<file path="config.mk">
export PLATFORM = sky130hd
export DESIGN_NAME = prog_loader
export DESIGN_NICKNAME = d
export VERILOG_FILES = /design/src/rtl/prog_loader.sv
export SDC_FILE = /design/constraint.sdc
export NUM_CORES = 1
export LEC_CHECK = 0
export ABC_AREA = 1
export CORE_MARGIN = 5
export CORE_UTILIZATION = 49
export CTS_BUF_LIST = sky130_fd_sc_hd__clkbuf_8
export CTS_CLUSTER_SIZE = 16
export DETAILED_ROUTE_END_ITERATION = 10
export HOLD_SLACK_MARGIN = 0.03
export PLACE_DENSITY = 0.87
export SKIP_CTS_REPAIR_TIMING = 1
export SYNTH_ARGS = -nofsm -noshare
export SYNTH_HDL_FRONTEND = slang
export SYNTH_SLANG_ARGS = --single-unit
</file>
<file path="constraint.sdc">
create_clock -name i_clk -period 1.5 [get_ports i_clk]
set_input_delay 0.3 -clock i_clk [delete_from_list [all_inputs] [get_ports i_clk]]
set_output_delay 0.3 -clock i_clk [all_outputs]
set_load 0.01 [all_outputs]
</file>
<file path="src/rtl/prog_loader.sv">
// prog_loader: streams a program image into the core's instruction memory,
//   then holds the core in reset for HOLD_CYCLES cycles and releases it.
// Ports: i_clk, i_reset (sync active-low), i_start, i_in_valid/o_in_ready/
//   i_in_data/i_in_last (word stream), o_mem_we/o_mem_addr/o_mem_wdata
//   (registered memory write port), o_core_reset, o_done, o_full, o_err,
//   o_words_loaded.
// Optional feature macro: LOADER_CSUM_EN. When it is defined, the in_last
//   word is an XOR checksum of the image rather than an image word.
module prog_loader #(
  parameter int ADDR_W      = 10,
  parameter int HOLD_CYCLES = 8
) (
  input  logic              i_clk,
  input  logic              i_reset,
  input  logic              i_start,
  input  logic              i_in_valid,
  output logic              o_in_ready,
  input  logic [31:0]       i_in_data,
  input  logic              i_in_last,
  output logic              o_mem_we,
  output logic [ADDR_W-1:0] o_mem_addr,
  output logic [31:0]       o_mem_wdata,
  output logic              o_core_reset,
  output logic              o_done,
  output logic              o_full,
  output logic              o_err,
  output logic [ADDR_W:0]   o_words_loaded
);

  localparam logic [2:0] ST_IDLE = 3'd0;
  localparam logic [2:0] ST_LOAD = 3'd1;
  localparam logic [2:0] ST_HOLD = 3'd2;
  localparam logic [2:0] ST_RUN  = 3'd3;
  localparam logic [2:0] ST_ERR  = 3'd4;

  localparam logic [ADDR_W:0] WORDS_MAX = {1'b1, {ADDR_W{1'b0}}};
  localparam logic [7:0]      HOLD_INIT = 8'(HOLD_CYCLES);

  logic [2:0]        r_state;
  logic [ADDR_W-1:0] r_addr;
  logic [ADDR_W:0]   r_words;
  logic [7:0]        r_hold;
  logic              r_mem_we;
  logic [ADDR_W-1:0] r_mem_addr;
  logic [31:0]       r_mem_wdata;
  logic              r_full;
`ifdef LOADER_CSUM_EN
  logic [31:0]       r_csum;
  logic              r_err;
`endif

  logic w_xfer;
  logic w_csum_word;
  logic w_write;
  logic w_top;

  // A start in the same cycle as a handshake restarts the load; the offered
  // word is dropped rather than written to the old image.
  assign w_xfer = (r_state == ST_LOAD) && i_in_valid && !i_start;
`ifdef LOADER_CSUM_EN
  assign w_csum_word = i_in_last;
`else
  assign w_csum_word = 1'b0;
`endif
  assign w_write = w_xfer && !w_csum_word;
  assign w_top   = (r_addr == {ADDR_W{1'b1}});

  always_ff @(posedge i_clk) begin
    if (!i_reset) begin
      r_state     <= ST_IDLE;
      r_addr      <= '0;
      r_words     <= '0;
      r_hold      <= '0;
      r_mem_we    <= 1'b0;
      r_mem_addr  <= '0;
      r_mem_wdata <= '0;
      r_full      <= 1'b0;
`ifdef LOADER_CSUM_EN
      r_csum      <= '0;
      r_err       <= 1'b0;
`endif
    end else begin
      // Write port pulses for exactly one cycle per accepted image word.
      r_mem_we <= w_write;
      if (w_write) begin
        r_mem_addr  <= r_addr;
        r_mem_wdata <= i_in_data;
        r_addr      <= r_addr + 1'b1;
        if (r_words != WORDS_MAX) r_words <= r_words + 1'b1;
`ifdef LOADER_CSUM_EN
        r_csum      <= r_csum ^ i_in_data;
`endif
      end

      if (i_start) begin
        r_state <= ST_LOAD;
        r_addr  <= '0;
        r_words <= '0;
        r_hold  <= '0;
        r_full  <= 1'b0;
`ifdef LOADER_CSUM_EN
        r_csum  <= '0;
        r_err   <= 1'b0;
`endif
      end else begin
        case (r_state)
          ST_IDLE: r_state <= ST_IDLE;
          ST_LOAD: begin
            if (w_xfer) begin
              if (w_csum_word) begin
`ifdef LOADER_CSUM_EN
                if (i_in_data == r_csum) begin
                  r_state <= ST_HOLD;
                  r_hold  <= HOLD_INIT;
                end else begin
                  r_state <= ST_ERR;
                  r_err   <= 1'b1;
                end
`endif
              end else if (i_in_last || w_top) begin
                // Writing the top address fills memory whether or not the
                // word was also marked last.
                r_state <= ST_HOLD;
                r_hold  <= HOLD_INIT;
                r_full  <= w_top;
              end
            end
          end
          ST_HOLD: begin
            r_hold <= r_hold - 1'b1;
            if (r_hold <= 8'd1) r_state <= ST_RUN;
          end
          ST_RUN:  r_state <= ST_RUN;
          ST_ERR:  r_state <= ST_ERR;
          default: r_state <= ST_IDLE;
        endcase
      end
    end
  end

  assign o_in_ready     = (r_state == ST_LOAD);
  assign o_core_reset   = (r_state != ST_RUN);
  assign o_done         = (r_state == ST_RUN);
  assign o_mem_we       = r_mem_we;
  assign o_mem_addr     = r_mem_addr;
  assign o_mem_wdata    = r_mem_wdata;
  assign o_full         = r_full;
  assign o_words_loaded = r_words;
`ifdef LOADER_CSUM_EN
  assign o_err          = r_err;
`else
  assign o_err          = 1'b0;
`endif

endmodule
</file>
==> results of run 1 <==
## placed cells by master (no fill, tap or decap), drive strengths merged, types with 4 or more instances in the layout
| cell type | Yosys | layout |
|---|---|---|
| nor2 | 100 | 100 |
| dfxtp | 76 | 76 |
| nand2 | 71 | 71 |
| dlymetal6s2s | 0 | 57 |
| o21ai | 49 | 49 |
| inv | 39 | 41 |
| buf | 10 | 39 |
| clkdlybuf4s50 | 0 | 36 |
| a21oi | 32 | 32 |
| nand3 | 25 | 25 |
| xor2 | 12 | 12 |
| clkbuf | 8 | 10 |
| nand4 | 8 | 8 |
| nor3 | 7 | 7 |
| ha | 5 | 5 |
| bufinv | 0 | 4 |
## power by group through the flow
stage | sequential (uW) | clock (uW) | combinational [uW]
floorplan | 2170 | 0 | 169
global placement | 2150 | 0 | 470
detailed placement | 2150 | 0 | 482
CTS | 2100 | 2020 | 486
global route | 2110 | 2110 | 525
finish | 2100 | 1990 | 483
## final timing paths
path	to	cells past startpoint	slack, ns	startpoint
setup / recovery	o_mem_wdata[4]	7	0.04	r_state[1]
hold / removal	o_mem_addr[1]	2	0.46	o_mem_addr[1]
setup reg to reg	o_mem_wdata[4]	7	0.04	r_state[1]
hold reg to reg	o_mem_addr[1]	2	0.46	o_mem_addr[1]
## layer usage
| metal | up-vias | global-route usage [%] | routed length (microns) |
|---|---|---|---|
| met1 | 1609 | 24.1 | 3770 |
| met5 | - | 0 | 0 |
| met3 | 11 | 7.69 | 710 |
| met4 | 0 | 8.42 | 132 |
| met2 | 98 | 36.6 | 4720 |
| li1 | 1695 | - | - |
## stage by stage
| step | hold WS (ns) | std cells |
|---|---|---|
| after floorplan | 0.420 | 450 |
| final | 0.461 | 657 |
| after global placement | 0.429 | 637 |
| after CTS | 0.448 | 652 |
| after global routing | 0.489 | 657 |
| after detailed placement | 0.444 | 637 |
## flip-flops by register name (all words and copies together), names as in the netlist
register,count
o_mem_wdata,32
r_addr,10
o_mem_we,1
o_mem_addr,10
r_state,3
o_words_loaded,11
o_full,1
r_hold,8
## cell families (layout without fill, tap and decap cells)
family                     after synthesis  in the layout  synth area share (%)
AOI/OAI and AO/OA                       84             84                  13.2
buffers and inverters                   58            188                  7.41
other                                    1              1                 0.115
adders and majority gates                5              5                  1.92
DFF                                     76             76                  46.7
xor gates and xnor gates                13             13                  3.49
and+or+nand+nor                        213            213                  27.2
## critical path: stages, from the launching register on
cell     delay [ns]
dfxtp_1        0.33
inv_1          0.07
nand3_2        0.14
nor2_4         0.25
buf_6          0.17
buf_12         0.13
o21ai_0        0.12
nor2_1         0.17
## cell type report
class                           instances  area share, %
Sequential cell                        76           30.8
Clock inverter                          6           2.59
Timing Repair Buffer                  133           28.7
Tap cell                               77           1.93
Multi-Input combinational cell        316           30.5
Clock buffer                            9           2.48
Inverter                               40           3.01
==> flow_summary.toml, run 1 <==
[timing]
rsz0062_at_grt = "true"
period_needed_ns = 1.46
fin_skew_ns = 0.00480
slew_violations = 0
finalHoldViolCount = 0
post-route-period-util_pct = 97.0
fmax_ghz = 0.687
fin_ws_ns = 0.0446
setup_viol = 0
setup_tns_ns = 0

[floorplanning]
ios = 96
die_height_microns = 91.6
dieWidth_microns = 91.6
initial_utilization_pct = 50.8
rows = 29
fp.coreArea_sq_um = 6420
dieArea_sq_um = 8390

[critical_path]
required_ns = 1.77
worstPathArrival_ns = 1.72
critPathKind = "reg2reg"
worst_setup_path_end_kind = "flop"
cp_max_fo = 16
cp-start-kind = "flop"

[detailed_routing]
firstDrtPassIters = 5
via_per_inst = 5.19
first_iter_violations = 149
vias = 3413
routedWlPerCell_microns = 14.2
drc = 0
routed_wl_microns = 9330
ant_nets = 0

[yosys]
synthCells = 450
ys_warn_count = 0
synthTopCellsByCount = "nor2_1, dfxtp_1, nand2_1"
synth_edf_count = 0
synth_top_area_share_pct = 46.7
yosysUniqueCellTypes = 30
synthTopCellsByArea = "dfxtp_1, nor2_1, nand2_1, o21ai_0, a21oi_1"
synth_most_common_cell = "nor2_1"
synth_top_area_cell = "dfxtp_1"
async_flop_share_pct = 0
ys_ff_latch = 76
avgSynthCellArea_sq_um = 7.25
syn-num-nets = 492
synth_area_sq_um = 3260
seq_area_frac_synth_pct = 46.7
ys.flop_type = "dfxtp_1"

[layout]
drive_above_1_share_pct = 13.4
final_util_pct = 77.6
regArea_sq_um = 1530
final_area_sq_um = 4980
final_nets = 618
antenna_cells = 0
area_growth_pct = 52.9
multi_input_area_sq_um = 1520
fillers = 448

[clock_tree]
clockRootBuffer = "clkbuf_8"
cts_buffer_depth = 2
cts_tree = "built"
clk_pin_slew_worst_paths_ns = 0.08
cts_sinks = 76
cts_buffers = 9
clk_latency_ns = 0.34
cts-htree-levels = 3

[power]
ir_drop_mv = 0.589
seqPwrFrac_pct = 45.9
p_clk_share_pct = 43.5
swShare_pct = 21.7
leakage_uw = 0.00298
finalPower_uw = 4580
power_density_nw_per_um2 = 918
p_sw_uw = 993
power_frac_comb_pct = 10.5
p_int_uw = 3580

[hold_path]
hold_path.class = "reg2reg"

[place]
pre_cts_ws_ns = -0.326
routabilityCongestion = 0.911
port_buffers = 94
hpwl_microns = 6540
placed_cell_area_sq_um = 4510

[global_routing]
grt_max_degree = 40
track_usage_pct = 21.4
overflow = 0
grt_pass1_vias = 3395
grt_pass1_wl_microns = 14900
antenna_found_initial = 0

[job]
maxCapViolations = 0

[status]
status = "finished clean"
(Power assumes the default switching activity.)
==> run 2, diff against run 1 <==
--- a/config.mk
+++ b/config.mk
@@ -7,12 +7,12 @@
 export LEC_CHECK = 0
 export ABC_AREA = 1
 export CORE_MARGIN = 5
-export CORE_UTILIZATION = 49
+export CORE_UTILIZATION = 44
 export CTS_BUF_LIST = sky130_fd_sc_hd__clkbuf_8
 export CTS_CLUSTER_SIZE = 16
 export DETAILED_ROUTE_END_ITERATION = 10
 export HOLD_SLACK_MARGIN = 0.03
-export PLACE_DENSITY = 0.87
+export PLACE_DENSITY = 0.8
 export SKIP_CTS_REPAIR_TIMING = 1
 export SYNTH_ARGS = -nofsm -noshare
 export SYNTH_HDL_FRONTEND = slang
==> constraint.sdc (replaced) <==
create_clock -name i_clk -period 1.75 [get_ports i_clk]
set_input_delay 0.35 -clock i_clk [delete_from_list [all_inputs] [get_ports i_clk]]
set_output_delay 0.35 -clock i_clk [all_outputs]
set_load 0.01 [all_outputs]
==> flow_summary.toml, run 2 (synthesis gave the netlist of run 1 again) <==
[floorplanning]
dieWidth_microns = 96.1
dieArea_sq_um = 9230
rows = 31
die_height_microns = 96.1
initial_utilization_pct = 45.0
ios = 96
fp.coreArea_sq_um = 7250

[detailed_routing]
routedWlPerCell_microns = 12.7
via_per_inst = 4.88
firstDrtPassIters = 4
ant_nets = 0
drc = 0
vias = 3227
first_iter_violations = 110
routed_wl_microns = 8380

[status]
status = "finished clean"

[place]
hpwl_microns = 6150
port_buffers = 94
dp.cells = 645
pre_cts_ws_ns = -0.0723
routabilityCongestion = 0.857

[timing]
fin_ws_ns = 0.0751
period_needed_ns = 1.67
fin_skew_ns = 0.00805
rsz0062_at_grt = "false"
post-route-period-util_pct = 95.7
slew_violations = 0
setup_viol = 0
fmax_ghz = 0.597
relSlewSlack_pct = 67.0
tightest_slew_ns = 0.491
finalHoldViolCount = 0

[critical_path]
critPathTopFamily = "buffers and inverters"
worstPathArrival_ns = 1.32
cp-start-kind = "flop"
slowest_delay_ns = 0.57
critPathKind = "reg2out"
crit_chain = "clkdlybuf4s50_1"
cp_max_fo = 5
required_ns = 1.40
crit_path_top_delay_cell = "clkdlybuf4s50_1"
worst_setup_path_end_kind = "output port"
crit_buf_inv = 1

[clock_tree]
clk_latency_ns = 0.35
clockRootBuffer = "clkbuf_8"
cts-htree-levels = 3
cts_buffers = 9
cts_sinks = 76
clk_pin_slew_worst_paths_ns = 0.08
cts_buffer_depth = 2
cts_tree = "built"

[global_routing]
track_usage_pct = 19.8
overflow = 0
grt_max_degree = 40
grt_pass1_wl_microns = 14300
grt_pass1_vias = 3160
antenna_found_initial = 0

[layout]
final_nets = 599
fin_cells = 661
antenna_cells = 0
fillers = 631
drive_above_1_share_pct = 9.07
final_common_cell = "nor2_1"
area_growth_pct = 42.3
layout_common_cells = "nor2_1, clkdlybuf4s50_1, dfxtp_1"
largest_register_ffs = 32

[power]
leakage_uw = 0.00187
ir_drop_mv = 0.551
finalPower_uw = 3410
power_density_nw_per_um2 = 734

[hold_path]
hold_path.class = "reg2reg"

[job]
maxCapViolations = 0
==> run 2: routing by layer <==
layer | wire, microns | vias up | track usage [%]
met4 | 93 | 0 | 5.21
met1 | 3420 | 1454 | 22.3
met2 | 3930 | 114 | 32.5
li1 | - | 1652 | -
met5 | 0 | - | 0
met3 | 933 | 7 | 10.5
==> run 2: cell type report <==
type,instances,area [sq um],share of cell area [%]
sequential,76,1530,32.9
multi-input combinational,316,1500,32.4
timing repair buffer,114,1160,25.0
inverter,40,150,3.24
clock buffer,9,124,2.67
tap,99,124,2.67
clock inverter,7,51.3,1.11
==> run 2: metrics by stage <==
step	TNS (ns)	instance area, sq um	utilization (%)	hold slack, ns
2_1_floorplan	0	3260	-	0.420
3_3_place_gp	-0.0613	4450	61.3	0.428
3_5_place_dp	-1.33	4450	61.3	0.440
4_1_cts	-0.457	4620	63.7	0.448
5_1_grt	0	4640	64.0	0.502
6_report	0	4640	64.0	0.472
==> run 2: worst paths after layout <==
path / start / end / slack, ns / depth (start not counted)
setup / recovery: o_words_loaded[8] / o_words_loaded[8] / 0.08 / 1
hold / removal: r_state[1] / r_state[2] / 0.47 / 1
setup reg to reg: o_words_loaded[0] / o_words_loaded[8] / 0.18 / 7
hold reg to reg: r_state[1] / r_state[2] / 0.47 / 1
==> run 2: power by group <==
| group | leakage, uW | switching (uW) | internal [uW] | total (uW) |
|---|---|---|---|---|
| clock network | 0.0000856 | 684 | 518 | 1200 |
| registers | 0.000618 | 28.4 | 1780 | 1800 |
| logic | 0.00117 | 179 | 220 | 399 |
| total | 0.00187 | 891 | 2510 | 3410 |
